### src/rtl/freq_meter_core.sv
// Reciprocal frequency meter: counts whole sig_in periods and sys_clk cycles over a
// gate opened/closed on sig_in rising edges; results are published only while nCS is high.
module freq_meter_core #(
  parameter int unsigned GATE_CYCLES    = 50_000_000,
  parameter int unsigned TIMEOUT_CYCLES = 100_000_000,
  parameter int unsigned CNT_W          = 48
) (
  input  logic               sys_clk,
  input  logic               rst_n,
  input  logic               enable,
  input  logic               sig_in,
  input  logic               nCS,
  output logic [2*CNT_W-1:0] send_data,
  output logic               result_valid,
  output logic               no_signal,
  output logic               overflow
);

  // Gate and timeout timers are independent of the result counters, so a
  // saturated std_cnt never stalls gate closure.
  localparam int unsigned TMR_W = 32;
  localparam logic [TMR_W-1:0] GATE_LIM = TMR_W'(GATE_CYCLES);
  localparam logic [TMR_W-1:0] TO_LIM   = TMR_W'(TIMEOUT_CYCLES);

  typedef enum logic [1:0] {IDLE, ARM, MEASURE, DONE} state_t;

  typedef struct packed {
    logic [CNT_W-1:0] sig_c;
    logic [CNT_W-1:0] std_c;
    logic             nos;
    logic             ovf;
  } res_t;

  logic [2:0]       sig_sync;
  logic [1:0]       ncs_sync;
  logic             sig_rise;
  logic             ncs_s;

  state_t           state;
  logic [CNT_W-1:0] sig_cnt;
  logic [CNT_W-1:0] std_cnt;
  logic [TMR_W-1:0] gate_cnt;
  logic [TMR_W-1:0] to_cnt;
  logic             nos_r;
  logic             ovf_r;
  res_t             res_buf;
  logic             pending;

  logic             sig_sat;
  logic             std_sat;
  logic [CNT_W-1:0] sig_inc;
  logic [CNT_W-1:0] std_inc;
  logic [TMR_W-1:0] gate_nxt;
  logic [TMR_W-1:0] to_nxt;

  always_ff @(posedge sys_clk or negedge rst_n) begin
    if (!rst_n) begin
      sig_sync <= '0;
      ncs_sync <= '0;
    end else begin
      sig_sync <= {sig_sync[1:0], sig_in};
      ncs_sync <= {ncs_sync[0], nCS};
    end
  end

  assign sig_rise = sig_sync[1] & ~sig_sync[2];
  assign ncs_s    = ncs_sync[1];

  // Counters stick at all-ones rather than wrapping.
  assign sig_sat  = &sig_cnt;
  assign std_sat  = &std_cnt;
  assign sig_inc  = sig_sat ? sig_cnt : sig_cnt + CNT_W'(1);
  assign std_inc  = std_sat ? std_cnt : std_cnt + CNT_W'(1);
  assign gate_nxt = gate_cnt + TMR_W'(1);
  assign to_nxt   = to_cnt + TMR_W'(1);

  always_ff @(posedge sys_clk or negedge rst_n) begin
    if (!rst_n) begin
      state        <= IDLE;
      sig_cnt      <= '0;
      std_cnt      <= '0;
      gate_cnt     <= '0;
      to_cnt       <= '0;
      nos_r        <= 1'b0;
      ovf_r        <= 1'b0;
      res_buf      <= '0;
      pending      <= 1'b0;
      send_data    <= '0;
      result_valid <= 1'b0;
      no_signal    <= 1'b0;
      overflow     <= 1'b0;
    end else begin
      result_valid <= 1'b0;

      // Publish first; a same-cycle DONE capture below overrides pending.
      if (pending && ncs_s) begin
        send_data    <= {res_buf.sig_c, res_buf.std_c};
        no_signal    <= res_buf.nos;
        overflow     <= res_buf.ovf;
        result_valid <= 1'b1;
        pending      <= 1'b0;
      end

      if (!enable) begin
        state    <= IDLE;
        sig_cnt  <= '0;
        std_cnt  <= '0;
        gate_cnt <= '0;
        to_cnt   <= '0;
        nos_r    <= 1'b0;
        ovf_r    <= 1'b0;
      end else begin
        case (state)
          IDLE: begin
            state    <= ARM;
            sig_cnt  <= '0;
            std_cnt  <= '0;
            gate_cnt <= '0;
            to_cnt   <= '0;
            nos_r    <= 1'b0;
            ovf_r    <= 1'b0;
          end

          ARM: begin
            if (sig_rise) begin
              state    <= MEASURE;
              sig_cnt  <= '0;
              std_cnt  <= '0;
              gate_cnt <= '0;
              to_cnt   <= '0;
              nos_r    <= 1'b0;
              ovf_r    <= 1'b0;
            end else if (to_nxt >= TO_LIM) begin
              state   <= DONE;
              sig_cnt <= '0;
              std_cnt <= '0;
              nos_r   <= 1'b1;
              ovf_r   <= 1'b0;
            end else begin
              to_cnt <= to_nxt;
            end
          end

          MEASURE: begin
            std_cnt  <= std_inc;
            gate_cnt <= gate_nxt;
            if (std_sat) ovf_r <= 1'b1;
            if (sig_rise) begin
              // The closing edge is itself counted.
              sig_cnt <= sig_inc;
              to_cnt  <= '0;
              if (sig_sat) ovf_r <= 1'b1;
              if (gate_nxt >= GATE_LIM) state <= DONE;
            end else if (to_nxt >= TO_LIM) begin
              state   <= DONE;
              sig_cnt <= '0;
              std_cnt <= '0;
              nos_r   <= 1'b1;
              ovf_r   <= 1'b0;
            end else begin
              to_cnt <= to_nxt;
            end
          end

          DONE: begin
            res_buf  <= '{sig_c: sig_cnt, std_c: std_cnt, nos: nos_r, ovf: ovf_r};
            pending  <= 1'b1;
            state    <= ARM;
            sig_cnt  <= '0;
            std_cnt  <= '0;
            gate_cnt <= '0;
            to_cnt   <= '0;
            nos_r    <= 1'b0;
            ovf_r    <= 1'b0;
          end

          default: state <= IDLE;
        endcase
      end
    end
  end

endmodule
### config.mk
export PLATFORM = sky130hd
export DESIGN_NAME = freq_meter_core
export DESIGN_NICKNAME = d
export VERILOG_FILES = /design/src/rtl/freq_meter_core.sv
export SDC_FILE = /design/constraint.sdc
export NUM_CORES = 1
export LEC_CHECK = 0
export BUFFER_PORTS_ARGS = -buffer_cell sky130_fd_sc_hd__buf_2
export CORE_UTILIZATION = 68
export CTS_BUF_LIST = sky130_fd_sc_hd__clkbuf_4
export DETAILED_ROUTE_END_ITERATION = 10
export PLACE_DENSITY = 0.95
export RECOVER_POWER = 25
export SKIP_LAST_GASP = 1
export SLEW_MARGIN = 20
export SYNTH_ARGS = -nofsm -noshare
export SYNTH_HDL_FRONTEND = slang
export SYNTH_SLANG_ARGS = --single-unit
### constraint.sdc
create_clock -name sys_clk -period 7.1 [get_ports sys_clk]
set_clock_uncertainty 0.1 [all_clocks]
set_input_delay 0 -clock sys_clk [delete_from_list [all_inputs] [get_ports sys_clk]]
set_output_delay 0 -clock sys_clk [all_outputs]
set_load 0.05 [all_outputs]
# [Word-level counts from Yosys, hierarchy flattened]
# Index checks and enable logic that the tools add are counted.
[op_classes] n_eq_ne=9 n_addsub=4 multipliers=0 shifts=0 n_reduce_logical=7 mux=43 order_cmp=2 div_mod_pow=0 bitwise_logic=2
[op_table] cell="$mux 48" n=11
[op_table] cell="$pmux 48 s3" n=2
[op_table] cell="$mux 32" n=5
[op_table] cell="$add 48x1->48 const B" n=2
[op_table] cell="$pmux 32 s3" n=1
[op_table] cell="$reduce_and 48->1" n=2
[op_table] cell="$add 32x1->32 const B" n=2
[op_table] cell="$pmux 32 s2" n=1
[op_table] cell="$ge 32x26->1 const B" n=1
[op_table] cell="$ge 32x27->1 const B" n=1
[op_table] cell="$ne 4x4->1 const B" n=4
[op_table] cell="$mux 1" n=15
[op_table] cell="$mux 2" n=5
[op_table] cell="$ne 3x3->1 const B" n=2
[op_table] cell="$pmux 1 s3" n=2
[op_table] cell="$pmux 2 s3" n=1
[op_table] cell="$eq 2x2->1 const B" n=2
[op_table] cell="$reduce_or 2->1" n=2
[op_table] cell="$eq 2x1->1 const B" n=1
[op_table] cell="$logic_not 2->1" n=1
[op_table] cell="$reduce_and 2->1" n=1
[op_table] cell="$and 1x1->1" n=1
[op_table] cell="$logic_and 1x1->1" n=1
[op_table] cell="$not 1->1" n=1
[word_totals] out_inout_bits=99 in_bits=5 latch_bits=0 elab_cells=85 memories=0 reg_bits=367 romBits=0 ram_bits=0

# [Logic depth before layout (Yosys ltp)]
[depth] depth_word=6 depth_mapped=13 depth_no_buf=10

# [Least setup slack after synthesis]
# OpenSTA, ideal clock, no wires.
[synth_timing] kind="register -> register" from="register to_cnt[1]" to="register sig_cnt[16]" arrival_time_ns=3.451 setup_ns=0.068 path_buffers=2 path_stages_with_launch=13 required_ns=6.932 period_less_slack_ns=3.619 setup_slack_ns=3.481 path_cell_list="dfrtp_1 -> ha_1 -> nand4_1 -> or4_1 -> or4_4 -> or4_4 -> a211oi_4 -> o211ai_4 -> nand2b_1 -> buf_6 -> buf_6 -> a311o_1 -> nand2_1"
[synth_between] elab_chain_cells=6 word_cells_on_any_way=7 cone_classes="add/sub (1); order compare (1); mux (5)"
[synth_rtl] element="from (decl)" line="43" source="logic [TMR_W-1:0] to_cnt;"
[synth_rtl] element="from (signal assigned)" line="140" source="to_cnt <= to_nxt;"
[synth_rtl] element="from (signal assigned)" line="161" source="to_cnt <= to_nxt;"
[synth_rtl] element="$add 32x1->32 (*)" line="75" source="assign to_nxt = to_cnt + TMR_W'(1);"
[synth_rtl] element="$ge 32x27->1 (*)" line="133, 154"
[synth_rtl] element="$mux 48 (*)"
[synth_rtl] element="$mux 48 (on tied branches)"
[synth_rtl] element="$pmux 48 s3 (*)"
[synth_rtl] element="$mux 48 (*)"
[synth_rtl] element="to (signal assigned)" line="150" source="sig_cnt <= sig_inc;"
[synth_rtl] element="to (decl)" line="40" source="logic [CNT_W-1:0] sig_cnt;"
# Every way passes the cells marked *; elsewhere a longest branch is shown, timed or not.
# A chain may end at the register's enable or synchronous reset.

==> flow_metrics.env <==
export IMPL_power_density_mw_per_mm2=212
export IMPL_path_clk_slew_ns=0.06
export IMPL_cts_setup_buffers=0
export IMPL_pwr_share_clk_pct=42.5
export IMPL_viasPerCell=6.79
export IMPL_initial_core_util_pct=69.3
export IMPL_cts_tree="done"
export IMPL_core_area_mm2=0.0253
export IMPL_final_cell_area_mm2=0.0194
export IMPL_multi_input_area_mm2=0.00787
export IMPL_gp_congestion=0.895
export IMPL_outcome="finished with violations"
export IMPL_cts_buffers=89
export IMPL_first_global_vias=14700
export IMPL_grt_max_degree=176
export IMPL_comb_power_share_pct=6.2
export IMPL_finalNetCount=1772
export IMPL_wl_per_cell_um=21.0
export IMPL_die_h_um=162
export IMPL_rows=58
export IMPL_overflow=0
export IMPL_netSwitchingFraction_pct=26.6
export IMPL_worstHoldStart="enable"
export IMPL_finalSetupTns_ns=0
export IMPL_die_area_mm2=0.0264
export IMPL_synth_distinct_cells=69
export IMPL_detailed_place_area_mm2=0.0182
export IMPL_place_port_buffers=103
export IMPL_finalHoldViolCount=0
export IMPL_hp_class="input port to flop"
export IMPL_required_ns=6.85
export IMPL_ir_drop_mv=0.151
export IMPL_drive_gt1_share_pct=25.7
export IMPL_max_slew_margin_rel_pct=-180
export IMPL_drv_cap=2
export IMPL_drt_total_wl_um=45200
export IMPL_fin_crit_sh_pct=67.4
export IMPL_synthFlopType="dfrtp_1"
export IMPL_worst_pin_slew_ns=4.20
export IMPL_synth_seq_cells=367
export IMPL_cts_hold_repair_buffers=8
export IMPL_syn_nets=1661
export IMPL_rsz0062_at_grt="no"
export IMPL_die_x_um=162
export IMPL_crit_type="input port to asynchronous set/reset pin"
export IMPL_gr_usage_all_layers_pct=35.4
export IMPL_antenna_found_initial=1
export IMPL_slew_viol_final=260
export IMPL_placedCellCount=1989
export IMPL_grt_pass1_wl_um=74500
export IMPL_async_flop_share_pct=100
export IMPL_io_pins=104
export IMPL_drt_pass1_iterations=7
export IMPL_power_internal_uw=3020
export IMPL_power_leakage_uw=0.00907
export IMPL_rrSetupSlack_ns=2.39
export IMPL_pwr_share_seq_pct=51.4
export IMPL_syn2layout_area_growth_pct=10.7
export IMPL_syn_inst=1647
export IMPL_ant_nets=0
export IMPL_synth_edf_count=0
export IMPL_cp_end_kind="asynchronous set/reset pin"
export IMPL_violations="capacitance limit, slew limit"
export IMPL_rr_startpoint="to_cnt[1]"
export IMPL_clockBufferDepth=3
export IMPL_min_to="nos_r"
export IMPL_ys_warn_count=0
export IMPL_crit_fanout=175
export IMPL_regToRegEndpoint="sig_cnt[0]"
export IMPL_r2r_cells=10
export IMPL_finalNonFillerCells=2156
export IMPL_cts_max_level=3
export IMPL_nFillCells=1407
export IMPL_clkSinkCount=367
export IMPL_start_kind="input port"
export IMPL_post_route_min_period_ns=4.78
export IMPL_finalSetupViolCount=0
export IMPL_p_total_uw=4120
export IMPL_power_net_switching_uw=1090
export IMPL_cts_root_buf="clkbuf_4"
export IMPL_regArea_mm2=0.00918
export IMPL_hold_path_depth=3
export IMPL_yosysSeqAreaShare_pct=52.4
export IMPL_syn_area_mm2=0.0175
export IMPL_drtIter0Drc=2060
export IMPL_critPathArrivalTime_ns=4.53
export IMPL_cts_resized=0
export IMPL_max_freq_mhz=209
export IMPL_dp_hpwl_um=26300
export IMPL_insertion_delay_ns=0.79
export IMPL_syn_avg_cell_area_um2=10.6
export IMPL_drc=0
export IMPL_vias=14600
## cell usage in the layout (no fill, tap or decap), types with 4 or more instances in the layout
master         count
clkbuf_4         133
and4_1            18
o211ai_1          13
mux2_2           190
dfrtp_1          367
inv_1             21
mux2i_1            5
nand2b_1           8
nand3_1           74
o31ai_1           20
and2_1            13
nor2_1           137
o221ai_1           4
o21ai_0           90
xnor2_1           32
or4_1             13
clkinv_1          16
nor2b_1            6
a311o_1           15
nand4_1           52
a21oi_1           39
a21o_1             4
o41ai_1            7
nand2_1          131
buf_4             13
ha_1               9
and3_1            37
nor3_1            54
xor2_1            41
or3_1             15
or2_2              5
a31oi_1           28
o311ai_0          14
nor4_1            21
nor4b_1            5
dlygate4sd3_1      7
buf_2            102
nor3b_1            7
## stage by stage
| stage | hold WS, ns | setup slack [ns] | util [%] |
|---|---|---|---|
| after floorplan | -0.396 | 3.48 | - |
| after global placement | 0.00355 | 2.40 | 72.0 |
| after detailed placement | -0.00689 | 2.26 | 72.0 |
| after CTS | 0.0808 | 2.18 | 76.8 |
| after global routing | 0.113 | 1.45 | 76.8 |
| final | 0.117 | 2.32 | 76.8 |
## cells by family (layout without fill, tap and decap cells)
group	count (synthesis)	in the layout	synth area share, %
flops	367	367	52.4
buf+inv	127	304	2.98
fa+ha+maj	9	9	0.643
xor+xnor	73	73	3.65
mux	195	195	12.5
other cells	0	2	0
compound gates	263	263	9.94
simple gates	613	613	17.8
## worst max-delay path by stage
stage	from	endpoint	slack [ns]	cells past startpoint
2_1_floorplan	to_cnt[1]	sig_cnt[16]	3.48	12
3_3_place_gp	to_cnt[0]	sig_cnt[12]	2.40	10
3_5_place_dp	to_cnt[0]	sig_cnt[41]	2.26	10
4_1_cts	to_cnt[0]	sig_cnt[23]	2.18	10
5_1_grt	rst_n	res_buf[73]	1.45	4
6_report	rst_n	send_data[88]	2.32	4
## synthesized netlist by cell type (all sizes together), types with 2 or more instances
cell     instances  area, µm²
or3             15       93.8
a2bb2oi          2       17.5
mux2           190       2140
or2              6       37.5
a311o           15        150
nand2b           8       50.1
o21a             2       15.0
inv             21       78.8
xnor2           32        280
mux2i            5       50.1
nor2           138        518
nor4bb           2       20.0
o311ai          14        123
xor2            41        359
nand2          133        499
a21o             4       30.0
o32a             2       20.0
o211ai          14        119
nor2b            6       37.5
o21ai           91        455
o31a             2       17.5
a31oi           28        175
nor3            54        270
a211oi           2       27.5
o41ai            7       61.3
dfrtp          367       9180
o221ai           4       35.0
nand3           74        370
o2111ai          3       26.3
nor4b            5       43.8
o31ai           20        150
nor3b            7       52.6
nor4            24        156
and2            13       81.3
buf             34        173
a21oi           39        195
or4             15        120
ha               9        113
clkbuf          72        270
a31o             2       17.5
and3            37        231
nand4           53        338
and4            18        158
and4b            2       20.0
## worst max-delay path, stage by stage
cell	delay (ns)
dlygate4sd3_1	0.51
dlygate4sd3_1	0.54
clkbuf_1	0.36
clkbuf_2	2.98
## area by class of cell
type,count,area share [%]
sequential,367,47.4
multi-input combinational,1153,40.6
clock buffer,133,5.15
timing repair buffer,126,3.70
tap,330,2.13
clock inverter,24,0.645
inverter,21,0.407
antenna,2,0.0258
## power by group through the flow
stage	clock network, µW	registers, µW	logic [µW]
after floorplan	0	2150	154
after global placement	0	2150	232
after detailed placement	0	2150	242
after CTS	1760	2110	251
after global routing	1880	2120	278
final	1750	2110	253
## flip-flops by register name, summed over array words and instances (netlist names), 2 cells and up
signal / cells
gate_cnt: 32
send_data: 96
std_cnt: 48
state: 2
res_buf: 98
sig_sync: 3
ncs_sync: 2
sig_cnt: 48
to_cnt: 32
## routing by layer
metal	GRT usage [%]	routed length (µm)
met1	43.9	16600
met2	58.1	22300
met3	8.12	4140
met4	18.8	2110
met5	0	0
Power figures use the tool's default switching activity.
